--- src/rtl/ahb_arbiter_if.sv ---
// Arbitration-side AHB signals: per-master requests/locks, the muxed transfer
// controls the arbiter snoops, and the grant/owner outputs it drives.
interface ahb_arbiter_if #(
    parameter int NUM_MASTERS = 4,
    parameter int MID_WIDTH   = 4
);
    logic [NUM_MASTERS-1:0] HBUSREQ;
    logic [NUM_MASTERS-1:0] HLOCK;
    logic [1:0]             HTRANS;
    logic [2:0]             HBURST;
    logic                   HREADY;
    logic [1:0]             HRESP;
    logic [NUM_MASTERS-1:0] HGRANT;
    logic [MID_WIDTH-1:0]   HMASTER;
    logic                   HMASTLOCK;

    // Arbiter side: consumes requests and bus status, drives grant/owner.
    modport master (
        input  HBUSREQ,
        input  HLOCK,
        input  HTRANS,
        input  HBURST,
        input  HREADY,
        input  HRESP,
        output HGRANT,
        output HMASTER,
        output HMASTLOCK
    );

    // Bus/master side: raises requests, observes grant/owner.
    modport slave (
        output HBUSREQ,
        output HLOCK,
        output HTRANS,
        output HBURST,
        output HREADY,
        output HRESP,
        input  HGRANT,
        input  HMASTER,
        input  HMASTLOCK
    );
endinterface

--- src/rtl/ahb_arbiter.sv ---
// Round-robin AHB arbiter: never breaks fixed-length bursts or locked sequences,
// parks the bus on DEFAULT_MASTER when nobody is requesting.
module ahb_arbiter #(
    parameter int NUM_MASTERS    = 4,
    parameter int MID_WIDTH      = 4,
    parameter int DEFAULT_MASTER = 0
) (
    input  logic          HCLK,
    input  logic          HRESETn,
    ahb_arbiter_if.master bus
);
    localparam int IDX_W = (NUM_MASTERS > 1) ? $clog2(NUM_MASTERS) : 1;

    localparam logic [1:0] TRANS_NONSEQ = 2'b10;
    localparam logic [1:0] TRANS_SEQ    = 2'b11;
    localparam logic [1:0] RESP_OKAY    = 2'b00;

    localparam logic [IDX_W-1:0] DEF_IDX = IDX_W'(DEFAULT_MASTER);

    logic [3:0]       beats_left;
    logic [3:0]       beats_next;
    logic [IDX_W-1:0] grant_idx;
    logic [IDX_W-1:0] next_idx;
    logic             locked;
    logic             arb_point;

    function automatic logic [NUM_MASTERS-1:0] onehot(input logic [IDX_W-1:0] idx);
        logic [NUM_MASTERS-1:0] v;
        v      = '0;
        v[idx] = 1'b1;
        return v;
    endfunction

    // Beats still owed by the current fixed-length burst after this edge.
    always_comb begin
        beats_next = beats_left;
        if (bus.HRESP != RESP_OKAY) begin
            beats_next = 4'd0;
        end else begin
            case (bus.HTRANS)
                TRANS_NONSEQ: begin
                    case (bus.HBURST)
                        3'd2, 3'd3: beats_next = 4'd3;
                        3'd4, 3'd5: beats_next = 4'd7;
                        3'd6, 3'd7: beats_next = 4'd15;
                        default:    beats_next = 4'd0;
                    endcase
                end
                TRANS_SEQ: begin
                    if (beats_left != 4'd0)
                        beats_next = beats_left - 4'd1;
                end
                default: beats_next = beats_left;
            endcase
        end
    end

    assign locked    = bus.HLOCK[grant_idx];
    assign arb_point = bus.HREADY && !locked && (beats_next == 4'd0);

    // Search starts just after the current owner and reaches it last.
    always_comb begin
        int               cand;
        logic             found;
        logic [IDX_W-1:0] cand_idx;
        next_idx = DEF_IDX;
        found    = 1'b0;
        cand     = 0;
        cand_idx = '0;
        for (int i = 1; i <= NUM_MASTERS; i++) begin
            cand = int'(grant_idx) + i;
            if (cand >= NUM_MASTERS)
                cand = cand - NUM_MASTERS;
            cand_idx = IDX_W'(cand);
            if (!found && bus.HBUSREQ[cand_idx]) begin
                found    = 1'b1;
                next_idx = cand_idx;
            end
        end
    end

    // HREADY low freezes everything, including the owner handover.
    always_ff @(posedge HCLK) begin
        if (!HRESETn) begin
            beats_left    <= 4'd0;
            grant_idx     <= DEF_IDX;
            bus.HGRANT    <= onehot(DEF_IDX);
            bus.HMASTER   <= MID_WIDTH'(DEF_IDX);
            bus.HMASTLOCK <= 1'b0;
        end else if (bus.HREADY) begin
            beats_left    <= beats_next;
            bus.HMASTER   <= MID_WIDTH'(grant_idx);
            bus.HMASTLOCK <= locked;
            if (arb_point) begin
                grant_idx  <= next_idx;
                bus.HGRANT <= onehot(next_idx);
            end
        end
    end

    a_grant_onehot: assert property (@(posedge HCLK) disable iff (!HRESETn)
        $onehot(bus.HGRANT));
    a_master_range: assert property (@(posedge HCLK) disable iff (!HRESETn)
        bus.HMASTER < MID_WIDTH'(NUM_MASTERS));
endmodule

--- src/flat_wrapper.sv ---
// flat-port wrapper written by rule: the top's interface ports become plain ports
module ahb_arbiter_flat 
#(
    parameter int NUM_MASTERS    = 4,
    parameter int MID_WIDTH      = 4,
    parameter int DEFAULT_MASTER = 0
)
  (HCLK, HRESETn, bus_HBUSREQ, bus_HLOCK, bus_HTRANS, bus_HBURST, bus_HREADY, bus_HRESP, bus_HGRANT, bus_HMASTER, bus_HMASTLOCK);
  ahb_arbiter_if #(.NUM_MASTERS(NUM_MASTERS), .MID_WIDTH(MID_WIDTH)) bus_i ();
  input  logic HCLK;
  input  logic HRESETn;
  input wire logic [$bits(bus_i.HBUSREQ)-1:0] bus_HBUSREQ;
  input wire logic [$bits(bus_i.HLOCK)-1:0] bus_HLOCK;
  input wire logic [$bits(bus_i.HTRANS)-1:0] bus_HTRANS;
  input wire logic [$bits(bus_i.HBURST)-1:0] bus_HBURST;
  input wire logic [$bits(bus_i.HREADY)-1:0] bus_HREADY;
  input wire logic [$bits(bus_i.HRESP)-1:0] bus_HRESP;
  output wire logic [$bits(bus_i.HGRANT)-1:0] bus_HGRANT;
  output wire logic [$bits(bus_i.HMASTER)-1:0] bus_HMASTER;
  output wire logic [$bits(bus_i.HMASTLOCK)-1:0] bus_HMASTLOCK;
  assign bus_i.HBUSREQ = bus_HBUSREQ;
  assign bus_i.HLOCK = bus_HLOCK;
  assign bus_i.HTRANS = bus_HTRANS;
  assign bus_i.HBURST = bus_HBURST;
  assign bus_i.HREADY = bus_HREADY;
  assign bus_i.HRESP = bus_HRESP;
  assign bus_HGRANT = bus_i.HGRANT;
  assign bus_HMASTER = bus_i.HMASTER;
  assign bus_HMASTLOCK = bus_i.HMASTLOCK;
  ahb_arbiter #(.NUM_MASTERS(NUM_MASTERS), .MID_WIDTH(MID_WIDTH), .DEFAULT_MASTER(DEFAULT_MASTER)) u_core (.HCLK(HCLK), .HRESETn(HRESETn), .bus(bus_i));
endmodule
--- config.mk ---
export PLATFORM = sky130hd
export DESIGN_NAME = ahb_arbiter_flat
export DESIGN_NICKNAME = d
export VERILOG_FILES = /design/src/rtl/ahb_arbiter_if.sv /design/src/rtl/ahb_arbiter.sv /design/src/flat_wrapper.sv
export SDC_FILE = /design/constraint.sdc
export NUM_CORES = 1
export LEC_CHECK = 0
export CAP_MARGIN = 40
export CELL_PAD_IN_SITES_DETAIL_PLACEMENT = 0
export CELL_PAD_IN_SITES_GLOBAL_PLACEMENT = 1
export CORE_UTILIZATION = 35
export CTS_CLUSTER_SIZE = 30
export DETAILED_ROUTE_END_ITERATION = 12
export GPL_TIMING_DRIVEN = 0
export PLACE_DENSITY_LB_ADDON = 0.1
export SLEW_MARGIN = 5
export SYNTH_ARGS = -nofsm -noshare
export SYNTH_HDL_FRONTEND = slang
export SYNTH_SLANG_ARGS = --single-unit
--- constraint.sdc ---
create_clock -name HCLK -period 6.4 [get_ports HCLK]
set_clock_uncertainty 0.1 [all_clocks]
set_input_delay 0.96 -clock HCLK [delete_from_list [all_inputs] [get_ports HCLK]]
set_output_delay 0.96 -clock HCLK [all_outputs]
set_load 0.005 [all_outputs]
## Word-level counts from Yosys, hierarchy flattened

Cells that the tools add are included.

- Mux-type cells: 27
- $lt $le $gt $ge: 11
- Equal/unequal tests: 8
- $add $sub $neg: 9
- Reduce and logical (&&, ||, !) cells: 17

Operators by type and width:

| operator | count |
|---|---|
| 2-bit by 3-bit less-than comparator with 1-bit output (second input constant) | 6 |
| 2-bit two-way mux | 8 |
| 3-bit equality test (second input constant) | 4 |
| 4-bit case mux with 3 select lines | 1 |
| 1-bit binary-select mux with 2-bit select | 5 |
| 3-bit >= comparator (second input constant) | 3 |
| 1-bit two-way mux | 9 |
| 4-bit two-way mux | 2 |
| 4-bit case mux with 2 select lines | 1 |
| 2-bit by 1-bit subtractor with 2-bit output (second input constant) | 4 |
| 2-bit by 2-bit adder with 3-bit output (second input constant) | 2 |
| 3-bit by 2-bit equality test with 1-bit output (second input constant) | 2 |
| 1-bit logical AND | 6 |
| 2-bit OR reduction | 3 |
| 2-bit by 3-bit adder with 4-bit output (second input constant) | 1 |
| 2-bit equality test (second input constant) | 2 |
| 4-bit by 3-bit >= comparator with 1-bit output (second input constant) | 1 |
| 1-bit zero test | 4 |
| 4-bit zero test | 1 |
| 4-bit nonzero test | 1 |
| 4-bit by 1-bit subtractor with 4-bit output (second input constant) | 1 |
| 2-bit by 1-bit adder with 3-bit output (second input constant) | 1 |
| 1-bit demux with 2-bit select | 1 |
| 2-bit by 1-bit >= comparator with 1-bit output (second input constant) | 1 |
| other kinds (2) | 2 |

- Word-level logic and storage cells: 77
- Output and inout port bits: 9
- Bits of input ports: 18
- Bits in registers: 13

## Logic depth before layout (Yosys ltp)

Gate-level depths: netlist of run 1.

- Depth in word-level cells: 19
- Mapped depth: 8
- Mapped depth without buffers: 7

## Worst setup path after synthesis of run 1

OpenSTA, ideal clock, no wires.

- Kind: in2reg
- Start: input bus_HLOCK[3]
- End: register u_core.bus.HGRANT[0]
- Required time: 6179 ps
- Setup time: 121 ps
- Path slack: 3657 ps
- Stages on the path: 6
- Data arrival time: 2522 ps
- Path buffers: 1
- Path through: mux4_2 > nand2b_4 > a21oi_2 > or4b_1 > buf_6 > mux2_4

- Word-level cells in the longest chain between the ends: 6

RTL lines:

| element | line | source |
|---|---|---|
| from (decl) | flat_wrapper.sv:13 | `input wire logic [$bits(bus_i.HLOCK)-1:0] bus_HLOCK;` |
| 1-bit binary-select mux with 2-bit select | ahb_arbiter.sv:58 | `assign locked = bus.HLOCK[grant_idx];` |
| 1-bit two-way mux (not written as such) | ahb_arbiter.sv:58 |  |
| 1-bit zero test | ahb_arbiter.sv:59 | `assign arb_point = bus.HREADY && !locked && (beats_next == 4'd0);` |
| 1-bit logical AND (2 in a row) | ahb_arbiter.sv:59 |  |
| 2-bit AND reduction (no source line) | - |  |
| to (signal assigned) | ahb_arbiter.sv:87 | `bus.HGRANT <= onehot(DEF_IDX);` |
| to (signal assigned) | ahb_arbiter.sv:96 | `bus.HGRANT <= onehot(next_idx);` |
| to (decl) | ahb_arbiter_if.sv:25 | `output HGRANT,` |

Every way passes these cells. The select of a mux whose other input is x is not followed.
A chain may end at the register's enable or synchronous reset.

## Final worst setup path of run 1

Same ends and word-level chain as after synthesis.

==> flow_summary_export.csv, run 1 <==
group,metric,value,unit
yosys,synth-seq-area-share,30.8,%
cells_and_area,seqCellArea,260,µm²
routing,first_pass_iters,2,
yosys,syn_inst,96,
sta,rsz0062_at_grt,"no",
min_path,hold_class,"reg2reg",
clock_tree,cts_buffers,3,
power,vdd_drop_max,0.000106,V
floorplan,start_util,37.8,%
clock_tree,clkLatencyLatePin,270,ps
global_route,grt_pass1_wl,2880,µm
yosys,yosysWarnings,0,
critical_path,critPathCaptureType,"flop",
routing,post_drt_wl_per_cell,11.8,µm
global_route,grt_max_degree,11,
sta,fmax,343,MHz
routing,drc,0,
global_route,gr-usage-met2,27.4,%
placed_design,gp_congestion,0.720,
routing,drtAntennaViolNets,0,
power,power.total,188,µW
global_route,met3_usage,1.79,%
routing,dr_total_vias,769,
cells_and_area,multi_input_area,528,µm²
critical_path,path_cells,"clkdlybuf4s50_1, mux4_2, nand2b_4, a21oi_2, or4b_1, buf_6, mux2_4",
cells_and_area,layout-drive-gt1-share,10.6,%
placed_design,place_hpwl,1380,µm
yosys,synth.most_common_cell,"dfxtp_1",
global_route,use_met1,16.1,%
routing,drt_iter0_drc,8,
routing,avgViaCountPerCell,5.09,
global_route,gr-max-usage-layer,"met2",
cells_and_area,num_antenna_cells,0,
yosys,ys_ff_latch,13,
floorplan,dieArea,0.00261,mm²
critical_path,cpPeakStageDelay,470,ps
yosys,ys_types,35,
yosys,synth_common_cells,"dfxtp_1 (13), mux2i_1 (12), nand2_1 (10)",
clock_tree,cts-resized-gates,0,
critical_path,critPathArrivalTime,2980,ps
power,total_leakage_power,0.444,nW
global_route,antenna_found_initial,0,
global_route,gr-total-overflow,0,
sta,period_needed,2910,ps
clock_tree,clk_path_buf_depth,2,
global_route,grtUsageTotal,14.9,%
sta,maxSlewViolCount,0,
yosys,synth_edf_count,0,
cells_and_area,syn2layout_area_growth,33.8,%
floorplan,die_h,51.1,µm
critical_path,crit_slowest_cell,"mux4_2",
global_route,grt_pass1_vias,712,
yosys,synth_ff_type,"dfxtp_1",
critical_path,worstSetupPathType,"in2reg",
yosys,netlist_area,845,µm²
yosys,async_flop_share,0,%
clock_tree,clk_pin_slew,80,ps
yosys,synth_area_leaders,"dfxtp_1 (31%), mux2i_1 (14%), nor2b_1 (6.7%)",
clock_tree,clkSinkCount,13,
yosys,synth_top_cell_area_share,30.8,%
yosys,yosys.area.top_type,"dfxtp_1",
flow_run,max-cap-violations,0,
yosys,synth_area_per_cell,8.80,µm²
clock_tree,post-cts-setup-buffers,0,
routing,routed_wl,1780,µm
status,outcome,"completed",
cells_and_area,fill_cells,230,
clock_tree,h-tree-depth,1,
sta,fin_crit_sh,45.5,%
critical_path,cp.required,6460,ps
placed_design,port-buffer-count,22,
sta,setup_violations,0,
clock_tree,root_buffer,"clkbuf_4",
clock_tree,cts_tree,"done",
cells_and_area,final_nets,143,
floorplan,coreArea,0.00223,mm²
cells_and_area,post-route-util,50.6,%
floorplan,fp-row-count,17,
sta,finalSetupTns,0,ps
floorplan,die_x,51.1,µm
sta,hold_viol,0,
clock_tree,holdBufCountCts,0,
critical_path,crit_fanout,6,
floorplan,io_pins,27,
power,power_density,167,mW/mm²
critical_path,critPathLaunchType,"input pin",
==> area by class of cell <==
class	instances	area share, %
Timing Repair Buffer	22	19.5
Tap cell	28	3.10
Inverter	5	1.66
Sequential cell	13	23.0
Buffer	6	3.65
Multi-Input combinational cell	73	46.7
Clock buffer	4	2.33
==> layout by cell type, fill, tap and decap left out, drive strengths merged, types with 2 or more instances in the layout <==
| cell | synthesis | routed |
|---|---|---|
| clkbuf | 2 | 6 |
| or3 | 3 | 3 |
| a21oi | 3 | 3 |
| dfxtp | 13 | 13 |
| o21ai | 4 | 4 |
| clkdlybuf4s50 | 0 | 22 |
| nand2 | 10 | 10 |
| conb | 1 | 2 |
| a31oi | 2 | 2 |
| nand2b | 7 | 7 |
| inv | 5 | 5 |
| buf | 4 | 4 |
| nor2b | 9 | 9 |
| nand3 | 3 | 3 |
| mux2i | 12 | 12 |
==> metrics by stage <==
stage | hold WS [ps] | instance area, µm² | instances | setup WS, ps
6_report | 366 | 1130 | 151 | 3490
4_1_cts | 370 | 1130 | 151 | 3480
3_5_place_dp | 359 | 1100 | 147 | 3190
3_3_place_gp | 349 | 1100 | 147 | 3190
5_1_grt | 401 | 1130 | 151 | 3420
2_1_floorplan | 354 | 848 | 97 | 3660
==> cells by family (layout without fill, tap and decap cells) <==
| kind of cell | Yosys count | in the layout | synth area share [%] |
|---|---|---|---|
| AND/OR/NAND/NOR | 41 | 41 | 29.3 |
| buffers and inverters | 11 | 37 | 7.11 |
| flip-flops | 13 | 13 | 30.8 |
| multiplexers | 14 | 14 | 18.7 |
| other | 1 | 2 | 0.444 |
| adder cells (fa/ha/maj) | 1 | 1 | 1.48 |
| AO/OA/AOI/OAI | 15 | 15 | 12.1 |
==> state kept, by name (all words and copies together) (netlist names) <==
register              flops
u_core.bus.HMASTER        2
u_core.grant_idx          2
u_core.bus.HGRANT         4
u_core.beats_left         4
u_core.bus.HMASTLOCK      1
==> layer usage <==
layer  wire length, µm  vias up  part of all wire, %
met5                 0        -                    0
met4                17        0                 0.95
met3                55        2                  3.1
met2               901       14                   51
met1               809      367                   45
li1                  -      386                    -
==> final timing paths <==
| path | from | endpoint | slack (ps) | depth (start not counted) |
|---|---|---|---|---|
| min reg2reg | u_core.bus.HGRANT[3]$_SDFFE_PN0P_ | u_core.bus.HGRANT[3]$_SDFFE_PN0P_ | 370 | 2 |
| max reg2reg | u_core.grant_idx[1]$_SDFFE_PN0P_ | u_core.bus.HGRANT[0]$_SDFFE_PN1P_ | 4050 | 7 |
| max | bus_HLOCK[3] | u_core.bus.HGRANT[0]$_SDFFE_PN1P_ | 3490 | 7 |
| min | u_core.bus.HGRANT[3]$_SDFFE_PN0P_ | u_core.bus.HGRANT[3]$_SDFFE_PN0P_ | 370 | 2 |
==> worst max-delay path: cells and delay by family <==
kind	cells	cell delay (ps)
simple gates	2	610
compound gates	1	90
mux	2	760
buf+inv	2	550
==> power breakdown <==
part	internal [mW]	leakage [nW]	switching [mW]
clock network	0.0241	0.0150	0.0269
registers	0.0851	0.106	0.00296
logic	0.0301	0.323	0.0193
total	0.139	0.444	0.0492
No activity file was read; power rests on OpenSTA's default activity.
==> run 2: changes to the inputs <==
--- a/config.mk
+++ b/config.mk
@@ -8,7 +8,7 @@
 export CAP_MARGIN = 40
 export CELL_PAD_IN_SITES_DETAIL_PLACEMENT = 0
 export CELL_PAD_IN_SITES_GLOBAL_PLACEMENT = 1
-export CORE_UTILIZATION = 35
+export CORE_UTILIZATION = 33
 export CTS_CLUSTER_SIZE = 30
 export DETAILED_ROUTE_END_ITERATION = 12
 export GPL_TIMING_DRIVEN = 0
==> constraint.sdc (replaced) <==
create_clock -name HCLK -period 2.96 [get_ports HCLK]
set_clock_uncertainty 0.1 [all_clocks]
set_input_delay 0.444 -clock HCLK [delete_from_list [all_inputs] [get_ports HCLK]]
set_output_delay 0.444 -clock HCLK [all_outputs]
set_load 0.005 [all_outputs]
==> flow_summary_export.csv, run 2 (same netlist as run 1, synthesis figures left out) <==
group,metric,value,unit
routing,drc,0,
sta,setup_violations,0,
clock_tree,holdBufCountCts,0,
floorplan,die_h,52.6,µm
routing,drt_iter0_drc,10,
sta,layout_setup_ws,506,ps
placed_design,port-buffer-count,22,
floorplan,start_util,36.4,%
power,power_density,359,mW/mm²
floorplan,dieArea,0.00277,mm²
global_route,grt_pass1_vias,712,
critical_path,worstSetupPathType,"in2reg",
sta,rsz0062_at_grt,"no",
placed_design,place_ws,212,ps
clock_tree,clk_path_buf_depth,2,
cells_and_area,mostFrequentLayoutCell,"clkdlybuf4s50_1",
cells_and_area,final_nets,143,
cells_and_area,layout-drive-gt1-share,10.6,%
floorplan,io_pins,27,
clock_tree,cts_buffers,3,
routing,post_drt_wl_per_cell,12.1,µm
sta,whs,367,ps
global_route,grt_pass1_wl,3020,µm
placed_design,place_hpwl,1390,µm
critical_path,critPathCaptureType,"flop",
sta,fin_crit_sh,82.9,%
placed_design,dpl-instance-area,0.00110,mm²
min_path,hold_class,"reg2reg",
global_route,gr-total-overflow,0,
global_route,antenna_found_initial,0,
sta,fmax,407,MHz
floorplan,fp-row-count,17,
routing,dr_total_vias,753,
critical_path,crit_fanout,6,
routing,drtAntennaViolNets,0,
routing,first_pass_iters,4,
cells_and_area,num_antenna_cells,0,
clock_tree,clkLatencyLatePin,270,ps
cells_and_area,largestRegisters,"u_core.beats_left x4, u_core.bus.HGRANT x4",
clock_tree,clk_pin_slew,70,ps
placed_design,gp_congestion,0.709,
clock_tree,cts-resized-gates,0,
global_route,grt_max_degree,11,
cells_and_area,fill_cells,233,
clock_tree,cts_tree,"done",
global_route,grtUsageTotal,15.2,%
critical_path,critPathArrivalTime,2520,ps
clock_tree,clkSinkCount,13,
critical_path,critPathLaunchType,"input pin",
routing,routed_wl,1830,µm
cells_and_area,final_area,0.00113,mm²
sta,period_needed,2450,ps
clock_tree,root_buffer,"clkbuf_4",
floorplan,die_x,52.6,µm
clock_tree,post-cts-setup-buffers,0,
cells_and_area,mostFrequentLayoutCells,"clkdlybuf4s50_1 (22), dfxtp_1 (13), mux2i_1 (12), nand2_1 (10), nor2b_1 (9)",
sta,maxSlewViolCount,0,
floorplan,coreArea,0.00232,mm²
cells_and_area,post-route-util,48.7,%
critical_path,cp.required,3020,ps
sta,finalSetupTns,0,ps
status,outcome,"completed",
flow_run,max-cap-violations,0,
sta,hold_viol,0,
power,total_leakage_power,0.444,nW
clock_tree,h-tree-depth,1,
cells_and_area,syn2layout_area_growth,33.8,%
power,vdd_drop_max,0.000246,V
routing,avgViaCountPerCell,4.99,
-- run 2: cell counts in the layout (fill, tap and decap cells not counted) --
Identical to the previous run, type by type.
-- run 2: per-layer routing --
metal	track usage [%]	up-vias	part of all wire (%)
met4	3.95	0	0.88
li1	-	388	-
met3	5.22	2	5.7
met2	22.8	23	41
met5	0	-	0
met1	20.4	340	52
-- run 2: area by class of cell --
type                       instances  area [µm²]  share of cell area (%)
buffer                             6        41.3                    3.65
clock buffer                       4        26.3                    2.33
inverter                           5        18.8                    1.66
multi-input combinational         73         528                    46.7
sequential                        13         260                    23.0
tap                               28        35.0                    3.10
timing repair buffer              22         220                    19.5
-- run 2: where the power goes --
part / switching [mW] / internal, mW
registers: 0.00613 / 0.184
logic: 0.0430 / 0.0651
clock network: 0.0558 / 0.0522
-- run 2: final timing paths --
path | startpoint | endpoint | slack [ps] | cells past startpoint
setup / recovery | bus_HLOCK[3] | u_core.bus.HGRANT[0]$_SDFFE_PN1P_ | 510 | 7
hold / removal | u_core.bus.HGRANT[2]$_SDFFE_PN0P_ | u_core.bus.HGRANT[2]$_SDFFE_PN0P_ | 370 | 2
setup reg to reg | u_core.grant_idx[1]$_SDFFE_PN0P_ | u_core.bus.HGRANT[0]$_SDFFE_PN1P_ | 560 | 7
hold reg to reg | u_core.bus.HGRANT[2]$_SDFFE_PN0P_ | u_core.bus.HGRANT[2]$_SDFFE_PN0P_ | 370 | 2
-- run 2: critical path: stages --
cell and delay (ps):
clkdlybuf4s50_1 400, mux4_2 490, nand2b_4 160, a21oi_2 110
or4b_1 460, buf_6 160, mux2_4 290
-- run 2: metrics by stage --
| step | cells | total power, mW |
|---|---|---|
| final | 151 | 0.406 |
| after global routing | 151 | 0.436 |
| after CTS | 151 | 0.416 |
| after detailed placement | 147 | 0.303 |
| after global placement | 147 | 0.301 |
| after floorplan | 97 | 0.256 |
==> run 3: changes to the inputs <==
==> constraint.sdc (replaced) <==
create_clock -name HCLK -period 2.27 [get_ports HCLK]
set_clock_uncertainty 0.1 [all_clocks]
set_input_delay 0.3405 -clock HCLK [delete_from_list [all_inputs] [get_ports HCLK]]
set_output_delay 0.3405 -clock HCLK [all_outputs]
set_load 0.005 [all_outputs]
==> flow_summary_export.csv, run 3 (same netlist as run 1, synthesis figures left out) <==
group,metric,value,unit
status,outcome,"completed",
cells_and_area,num_antenna_cells,0,
cells_and_area,post-route-util,50.1,%
cells_and_area,final_area,0.00116,mm²
global_route,antenna_found_initial,0,
cells_and_area,mostFrequentLayoutCells,"clkdlybuf4s50_1 (19), mux2i_1 (12), nand2_1 (10), nor2b_1 (9), dfxtp_1 (9)",
critical_path,critPathCaptureType,"flop",
clock_tree,root_buffer,"clkbuf_4",
cells_and_area,seqCellArea,268,µm²
power,power.total,533,µW
routing,dr_total_vias,743,
critical_path,crit_fanout,3,
critical_path,crit_slowest_cell,"or4b_4",
sta,rsz0062_at_grt,"no",
sta,hold_viol,0,
routing,post_drt_wl_per_cell,12.2,µm
cells_and_area,final_nets,143,
cells_and_area,syn2layout_area_growth,37.5,%
sta,finalSetupTns,0,ps
clock_tree,clk_path_buf_depth,2,
routing,avgViaCountPerCell,4.92,
critical_path,cp.required,2330,ps
global_route,gr-total-overflow,0,
sta,maxSlewViolCount,0,
floorplan,io_pins,27,
global_route,grt_pass1_vias,713,
cells_and_area,fill_cells,228,
floorplan,dieArea,0.00277,mm²
critical_path,cpPeakStageDelay,500,ps
routing,drt_iter0_drc,9,
floorplan,coreArea,0.00232,mm²
routing,drtAntennaViolNets,0,
cells_and_area,multi_input_area,544,µm²
sta,fmax,447,MHz
placed_design,port-buffer-count,22,
cells_and_area,fin_cells,151,
sta,period_needed,2240,ps
critical_path,critPathLaunchType,"input pin",
clock_tree,clk_pin_slew,80,ps
power,total_leakage_power,0.480,nW
clock_tree,h-tree-depth,1,
flow_run,max-cap-violations,0,
power,vdd_drop_max,0.000320,V
placed_design,dpl-instance-area,0.00110,mm²
placed_design,place_hpwl,1390,µm
cells_and_area,largestRegisters,"u_core.beats_left x4, u_core.bus.HGRANT x4",
clock_tree,clkSinkCount,13,
global_route,grt_pass1_wl,3020,µm
clock_tree,cts_buffers,3,
critical_path,ff2ff_path_depth,5,
sta,fin_crit_sh,98.5,%
min_path,hold_depth,3,
floorplan,die_x,52.6,µm
routing,routed_wl,1840,µm
clock_tree,clkLatencyLatePin,270,ps
cells_and_area,mostFrequentLayoutCell,"clkdlybuf4s50_1",
critical_path,critPathArrivalTime,2300,ps
routing,first_pass_iters,4,
placed_design,gp_congestion,0.709,
floorplan,fp-row-count,17,
power,power_density,459,mW/mm²
cells_and_area,layout-drive-gt1-share,17.1,%
clock_tree,cts_tree,"done",
critical_path,worstSetupPathType,"in2reg",
floorplan,die_h,52.6,µm
global_route,grt_max_degree,11,
routing,drc,0,
critical_path,path_cells,"clkdlybuf4s50_1, mux4_2, nand2b_4, a21oi_2, or4b_4, mux2_4",
placed_design,dpl.cell_count,147,
floorplan,start_util,36.4,%
min_path,hold_class,"in2reg",
global_route,grtUsageTotal,15.2,%
sta,setup_violations,0,
## run 3: changes by cell type in the layout (fill, tap and decap cells not counted), sizes merged
cell,before,now
buf,4,5
dlymetal6s2s,0,3
clkdlybuf4s50,22,19
clkbuf,6,5
## run 3: final cells by class
type	count	area share, %
inverters	5	1.62
repair buffers	24	20.9
well taps	28	3.02
clock buffers	4	2.26
flip-flops and latches	13	23.1
plain buffers	4	2.26
multi-input cells	73	46.9
## run 3: path summary, 6_finish.rpt
| path | start | end | slack, ps |
|---|---|---|---|
| max reg2reg | u_core.grant_idx[0]$_SDFFE_PN0P_ | u_core.bus.HGRANT[0]$_SDFFE_PN1P_ | 70 |
| min | bus_HREADY | u_core.beats_left[2]$_SDFFE_PN0P_ | 320 |
| max | bus_HLOCK[0] | u_core.bus.HGRANT[0]$_SDFFE_PN1P_ | 30 |
| min reg2reg | u_core.bus.HGRANT[2]$_SDFFE_PN0P_ | u_core.bus.HGRANT[2]$_SDFFE_PN0P_ | 370 |
## run 3: power by group
| group | switching [mW] | internal, mW | leakage, nW | total, mW |
|---|---|---|---|---|
| Clock | 0.0741 | 0.0680 | 0.0150 | 0.142 |
| Combinational | 0.0536 | 0.0863 | 0.358 | 0.140 |
| Sequential | 0.0107 | 0.240 | 0.108 | 0.251 |
| Total | 0.138 | 0.395 | 0.480 | 0.533 |
## run 3: metal layers
layer,global-route usage (%),vias to the layer above,part of all wire (%)
li1,-,386,-
met1,20.4,339,51
met2,22.8,16,43
met3,5.22,2,4.6
met4,3.95,0,0.87
met5,0,-,0
## run 3: worst max-delay path, delay by kind of cell
kind	cells	cell delay, ps
mux	2	790
simple gates	2	660
buf+inv	1	400
compound gates	1	110
## run 3: repair_timing
action / 4_1_cts / 5_1_grt
setup endpoints to repair: 1 / 6
resized for setup: 2 / 9
setup buffers: 2 / 0
hold buffers: 0 / 0
## run 3: stage by stage
step | hold slack [ps] | setup slack, ps
floorplan | 354 | 46.6
finish | 320 | 33.3
global route | 331 | 2.98
CTS | 314 | 18.2
global placement | 351 | -339
detailed placement | 353 | -374
